**src/rtl/sprite_rom_arbiter.sv**
```systemverilog
// Round-robin arbiter sharing one registered-address sprite ROM among several renderers.
// Grants are combinational; the response comes back one cycle later, tagged with the requester index.
module sprite_rom_arbiter #(
    parameter int unsigned NUM_REQ = 4,
    parameter int unsigned ID_W    = (NUM_REQ > 1) ? $clog2(NUM_REQ) : 1,
    parameter int unsigned ROW_W   = 1,
    parameter int unsigned COL_W   = 1,
    parameter int unsigned DATA_W  = 12
) (
    input  logic                       clk,
    input  logic                       reset,
    input  logic                       pause,
    input  logic [NUM_REQ-1:0]         req,
    input  logic [NUM_REQ*ROW_W-1:0]   req_row,
    input  logic [NUM_REQ*COL_W-1:0]   req_col,
    output logic [NUM_REQ-1:0]         gnt,
    output logic [ROW_W-1:0]           rom_row,
    output logic [COL_W-1:0]           rom_col,
    input  logic [DATA_W-1:0]          rom_data,
    output logic                       rsp_valid,
    output logic [ID_W-1:0]            rsp_id,
    output logic [DATA_W-1:0]          rsp_data
);

    localparam int unsigned SUM_W = ID_W + 1;

    logic [ID_W-1:0]    rr_ptr;
    logic [NUM_REQ-1:0] req_rot;
    logic               found;
    logic [ID_W-1:0]    offset;
    logic [ID_W-1:0]    winner;
    logic               grant;

    // Modular add of two in-range indices; a single subtract suffices since a+b < 2*NUM_REQ.
    function automatic logic [ID_W-1:0] wrap_add(input logic [ID_W-1:0] a,
                                                 input logic [ID_W-1:0] b);
        logic [SUM_W-1:0] s;
        s = SUM_W'(a) + SUM_W'(b);
        if (s >= SUM_W'(NUM_REQ)) begin
            s = s - SUM_W'(NUM_REQ);
        end
        return s[ID_W-1:0];
    endfunction

    // Rotate requests so the highest-priority index sits at bit 0.
    always_comb begin
        req_rot = '0;
        for (int j = 0; j < int'(NUM_REQ); j++) begin
            req_rot[j] = req[wrap_add(rr_ptr, ID_W'(j))];
        end
    end

    // Fixed-priority encoder on the rotated vector: lowest set bit wins.
    always_comb begin
        found  = 1'b0;
        offset = '0;
        for (int j = int'(NUM_REQ) - 1; j >= 0; j--) begin
            if (req_rot[j]) begin
                found  = 1'b1;
                offset = ID_W'(j);
            end
        end
    end

    assign winner = wrap_add(rr_ptr, offset);
    assign grant  = found && !pause && !reset;

    // One-hot grant and ROM address mux; idle address is zero.
    always_comb begin
        gnt     = '0;
        rom_row = '0;
        rom_col = '0;
        if (grant) begin
            gnt[winner] = 1'b1;
            rom_row     = req_row[int'(winner) * int'(ROW_W) +: ROW_W];
            rom_col     = req_col[int'(winner) * int'(COL_W) +: COL_W];
        end
    end

    always_ff @(posedge clk or posedge reset) begin
        if (reset) begin
            rr_ptr    <= '0;
            rsp_valid <= 1'b0;
            rsp_id    <= '0;
        end else begin
            rsp_valid <= grant;
            if (grant) begin
                rr_ptr <= wrap_add(winner, ID_W'(1));
                rsp_id <= winner;
            end
        end
    end

    // ROM output already lines up with rsp_valid because the ROM registers its address.
    assign rsp_data = rom_data;

endmodule
```
**config.mk**
```make
export PLATFORM = sky130hd
export DESIGN_NAME = sprite_rom_arbiter
export DESIGN_NICKNAME = d
export VERILOG_FILES = /design/src/rtl/sprite_rom_arbiter.sv
export SDC_FILE = /design/constraint.sdc
export NUM_CORES = 1
export LEC_CHECK = 0
export ABC_AREA = 1
export BUFFER_PORTS_ARGS = -buffer_cell sky130_fd_sc_hd__buf_2
export CORE_ASPECT_RATIO = 0.9
export CORE_MARGIN = 8
export CORE_UTILIZATION = 42
export CTS_CLUSTER_DIAMETER = 80
export CTS_CLUSTER_SIZE = 8
export DETAILED_ROUTE_END_ITERATION = 8
export PLACE_DENSITY = 0.9
export RECOVER_POWER = 50
export SYNTH_ARGS = -nofsm -noshare
export SYNTH_HDL_FRONTEND = slang
export SYNTH_SLANG_ARGS = --single-unit
```
**constraint.sdc**
```tcl
create_clock -name clk -period 2.3 [get_ports clk]
set_input_delay 0 -clock clk [delete_from_list [all_inputs] [get_ports clk]]
set_output_delay 0 -clock clk [all_outputs]
set_load 0.01 [all_outputs]
```
### Word level (Yosys, flattened, before mapping)

Index checks and enable logic that the tools add are counted.
W data, S select, Z words.

* bits in registers: 5
* output and inout port bits: 21
* logic and storage cells: 60

* $add $sub $neg: 11
* magnitude comparators: 12
* shift operators: 2
* muxes and demuxes: 27
* reduce and logical (&&, ||, !) cells: 5

Operators with widths (number)
* $mux W2: 10
* $ge A3 B3 Y1 const B: 5
* $lt A2 B3 Y1 const B: 5
* $sub A2 B1 Y2 const B: 6
* $mux W1: 11
* $bmux W1 S2: 4
* $shiftx A4 B3 Y1: 2
* $add A2 B1 Y3 const B: 2
* $add A2 B2 Y3 const B: 2
* $mux W4: 1
* $add A2 B2 Y3: 1
* $ge A2 B3 Y1 const B: 1
* $logic_and A1 B1 Y1: 3
* $demux W1 S2: 1
* $ge A2 B1 Y1 const B: 1
* $logic_not A1 Y1: 2

### Longest topological paths before layout

* depth after elaboration: 17
* mapped depth: 16

### Least setup slack after synthesis

OpenSTA, ideal clock, no wires.

* path type: register -> register
* from: reg rr_ptr[0]
* to: reg rr_ptr[1]
* library setup time: 0.124 ns
* arrival: 1.788 ns
* required time: 2.176 ns
* setup slack: 0.387 ns
* cell stages (with the launch flop): 16
* buffers on the path: 1
* clock period less this slack: 1.913 ns
* path through: dfrtp_1 -> buf_6 -> inv_8 -> nand2_2 -> nand2_1 -> nand2_2 -> nand2_2 -> a21oi_1 -> nor2_1 -> ha_1 -> xor2_1 -> inv_1 -> nand3_2 -> nand2_4 -> nand2_1 -> nand3_1

* cells in the longest elaborated chain, start to end: 15
* elaborated cells between the ends (all ways): 41
* those cells by class: add/sub: 11; order compare: 6; mux: 22; reduce/logical: 2

Ends and longest elaborated chain
* from (decl): line 27 `logic [ID_W-1:0] rr_ptr;`
* from (signal assigned): line 88 `rr_ptr <= wrap_add(winner, ID_W'(1));`
* $add A2 B2 Y3: line 38 `s = SUM_W'(a) + SUM_W'(b);`
* $ge A3 B3 Y1 / $sub A2 B1 Y2 (equally long branches): line 39, 40
* $mux W2: line 39 `if (s >= SUM_W'(NUM_REQ)) begin`
* $bmux W1 S2: line 49 `req_rot[j] = req[wrap_add(rr_ptr, ID_W'(j))];`
* $mux W1 (implied by the code): line 49
* $mux W2 (4 in a row): line 58 `if (req_rot[j]) begin`
* $add A2 B2 Y3: line 38
* $ge A3 B3 Y1 / $sub A2 B1 Y2 (equally long branches): line 39, 40
* $mux W2: line 39
* $add A2 B1 Y3: line 38
* $ge A3 B3 Y1 / $sub A2 B1 Y2 (equally long branches): line 39, 40
* $mux W2: line 39

Parallel ways exist; a longest one is shown, timed or not. The select of a mux whose other input is x is not followed.
A chain may end at the register's enable or synchronous reset.

### Worst setup path after layout

* from: reg rr_ptr[0]
* to: out rom_row

* cells in the longest elaborated chain, start to end: 14
* elaborated cells between the ends (all ways): 39
* those cells by class: add/sub: 9; order compare: 5; shift: 1; mux: 22; reduce/logical: 2

Ends and longest elaborated chain
* $add A2 B2 Y3: line 38
* $ge A3 B3 Y1 / $sub A2 B1 Y2 (equally long branches): line 39, 40
* $mux W2: line 39
* $bmux W1 S2: line 49
* $mux W1 (implied by the code): line 49
* $mux W2 (4 in a row): line 58
* $add A2 B2 Y3: line 38
* $ge A3 B3 Y1 / $sub A2 B1 Y2 (equally long branches): line 39, 40
* $mux W2: line 39
* $shiftx A4 B3 Y1: line 75 `rom_row = req_row[int'(winner) * int'(ROW_W) +: ROW_W];`
* $mux W1 *: line 73 `if (grant) begin`
* to (decl): line 17 `output logic [ROW_W-1:0] rom_row,`

Every way passes the cells marked *; elsewhere a longest branch is shown, timed or not. The select of a mux whose other input is x is not followed.

==> key figures <==
Setup path
  – WS Path Type: flop to output pin
  – Crit path cell chain: buf_6, nand2_2, nand2_1, nand2_1, nand2_1, a21oi_2, nor2_2, ha_4, xor2_4, inv_2, nand3_4, nand2_4, inv_6, nor2_2, nor2_2, buf_2
  – Crit path launch: rr_ptr[0]$_DFFE_PP0P_
  – Worst R2R Start: rr_ptr[0]$_DFFE_PP0P_
  – Worst R2R Setup Slack: 200 ps
  – Slowest cell on the critical path: dfrtp_2
  – Worst-case reg-to-reg path depth: 15
  – Crit end category: output pin
  – RR Endpoint: rsp_id[1]$_DFFE_PP0P_
  – Crit path to: rom_row
  – Critical Path AT: 2320 ps
  – Worst setup SP type: flop
  – CP max FO: 5
  – Critical Path RT: 2300 ps
  – CP max stage delay: 450 ps

CTS
  – CTS Buf Count: 3
  – Worst-Skew Late Latency: 240 ps
  – Number of clock sinks: 5
  – Clk buf depth: 2
  – H-tree depth: 1
  – Root buffer cell: clkbuf_4
  – CTS tree: done
  – Clk slew on worst S/H paths: 40 ps

Drt
  – ANT nets after route: 0
  – Via/cell ratio: 4.72
  – Vias: 803
  – Detailed-route DRC error count: 1
  – DR top layer: met4
  – Drt first pass iters: 6
  – Routed WL per cell: 13.4 um
  – Metal2 WL: 1150 um
  – Final WL: 2270 um
  – Routed wl met3: 87 um
  – 1st-iter DRT viols: 20
  – Met1 WL: 929 um

Synth
  – Top post-synthesis cells by area: nand2_1 19%, dfrtp_1 16%, nand2_2 12%
  – Mapped Area: 782 um2
  – Cells after synthesis: 120
  – Post-synth top area share: 0.192
  – Post-Synthesis Net Count: 148
  – Cell taking the most area after synthesis: nand2_1
  – Register area share after synthesis: 0.160
  – Distinct cell type count after synthesis: 22
  – Warnings from Yosys: 0
  – Yosys reg bits: 5
  – Syn_area_per_cell: 6.52 um2

Pwr
  – Worst IR Drop VDD: 1.15 mV
  – Pwr Density: 1860 nW/um2
  – Overall Power: 1.91 mW
  – Leakage Power: 0.582 nW

Finish
  – Leading cell type in the layout, fill and taps excluded: nand2_1
  – Final #Nets: 175
  – Multi-input gate area: 546 um2
  – Fin util: 0.600
  – # diodes: 0
  – Reg area: 128 um2
  – Fill cell count: 147
  – Commonest non-fill, non-tap cells in the layout: 29 x nand2_1, 26 x nand2_2, 22 x buf_2
  – Layout cells sized above 1: 0.623
  – Layout Area Growth over Synthesis: 31.7%

STA
  – Slew Limit Fails: 0
  – Fin crit share: 1.01
  – PnR worst setup slack: -18.5 ps
  – WHS: 0.00391 ps
  – Final setup fails: 1
  – Final hold viol count: 0
  – Worst Skew: 3.74 ps
  – Shortest period the worst path allows: 2320 ps
  – Slew margin rel.: 0.861
  – F_max: 0.431 GHz
  – RSZ-0062 raised after global routing: true
  – Worst Tran Pin Value: 208 ps
  – Setup Total Neg Slack: -18.5 ps

Floorplan
  – Die area: 3500 um2
  – Die extent in y: 56.9 um
  – Core ar.: 1720 um2
  – Num rows: 14
  – Starting Density: 0.456
  – Die Wd: 61.5 um
  – I/O pin total: 48

Outcome
  – Violated checks: design-rule violations, negative setup slack
  – Status: finished with violations

Global routing
  – Largest net degree at the start of global routing: 10
  – First-pass GRT wire length: 3320 um
  – Global route overflow: 0
  – Vias in the first global route: 826
  – Initial antenna violation count: 0
  – GRT Total Usage: 0.119

Min path
  – Min-delay worst type: primary input to output pin

Place
  – Port bufs: 23
  – GPL Wtd Cong: 0.823
  – Detail Placement HPWL: 1400 um

Job
  – Max cap viols: 0
[cell usage after synthesis (all sizes together)]
library cell	number
nand2	59
dfrtp	5
mux2i	2
nand3	7
o21ai	2
nor2	12
a21oi	1
xor2	1
inv	15
ha	1
buf	15
[routing by layer]
layer,up-vias,GRT usage
li1,402,-
met1,363,0.133
met2,26,0.195
met3,12,0.0157
met4,0,0.0877
met5,-,0
[final cells by class]
| type | instances | area share |
|---|---|---|
| timing repair buffer | 37 | 0.222 |
| clock buffer | 4 | 0.0255 |
| multi-input combinational | 85 | 0.530 |
| inverter | 15 | 0.0693 |
| tap | 24 | 0.0292 |
| sequential | 5 | 0.124 |
[power by group]
group          internal [mW]  switching, mW  leakage, nW
clock network         0.0656         0.0360       0.0150
logic                  0.676          0.951        0.506
registers              0.129         0.0540       0.0606
total                  0.871           1.04        0.582
[per-stage QoR]
step / std cells / area [um2] / setup WS [ps]
3_3_place_gp: 154 / 825 / 173
4_1_cts: 166 / 943 / -11.1
5_1_grt: 170 / 1030 / -112
3_5_place_dp: 154 / 825 / 91.8
6_report: 170 / 1030 / -18.5
2_1_floorplan: 120 / 782 / 387
[sequential cells by signal (all words and copies together) (netlist names)]
signal,flops
rr_ptr,2
rsp_id,2
rsp_valid,1
[critical path: cells and delay by family, from the launching register on]
family	cells	cell delay, ps
flops	1	450
buf+inv	4	450
compound gates	1	160
xor+xnor	1	180
fa+ha+maj	1	170
simple gates	9	670
[kinds of logic after synthesis]
| logic type | count (synthesis) | synth area share |
|---|---|---|
| simple gates | 78 | 0.517 |
| flops | 5 | 0.160 |
| buf+inv | 30 | 0.242 |
| xor+xnor | 1 | 0.0112 |
| mux | 2 | 0.0256 |
| compound gates | 3 | 0.0288 |
| fa+ha+maj | 1 | 0.0160 |
[how the worst min path moves through the flow]
stage,start,endpoint,depth (start not counted)
floorplan,reset,rr_ptr[0]$_DFFE_PP0P_,1
global placement,reset,rsp_valid$_DFF_PP0_,2
detailed placement,reset,rr_ptr[0]$_DFFE_PP0P_,2
CTS,rom_data[7],rsp_data[7],0
global route,rom_data[1],rsp_data[1],0
finish,rom_data[1],rsp_data[1],0
[timing repair]
| action | CTS | global route |
|---|---|---|
| buffers inserted | 7 | 4 |
| endpoints found under the hold margin | 5 | 0 |
| hold buffers | 1 | 0 |
| pin swaps | 11 | 9 |
| gates resized for setup | 11 | 14 |
| setup endpoints to repair | 6 | 6 |
No activity file was read; power rests on OpenSTA's default activity.
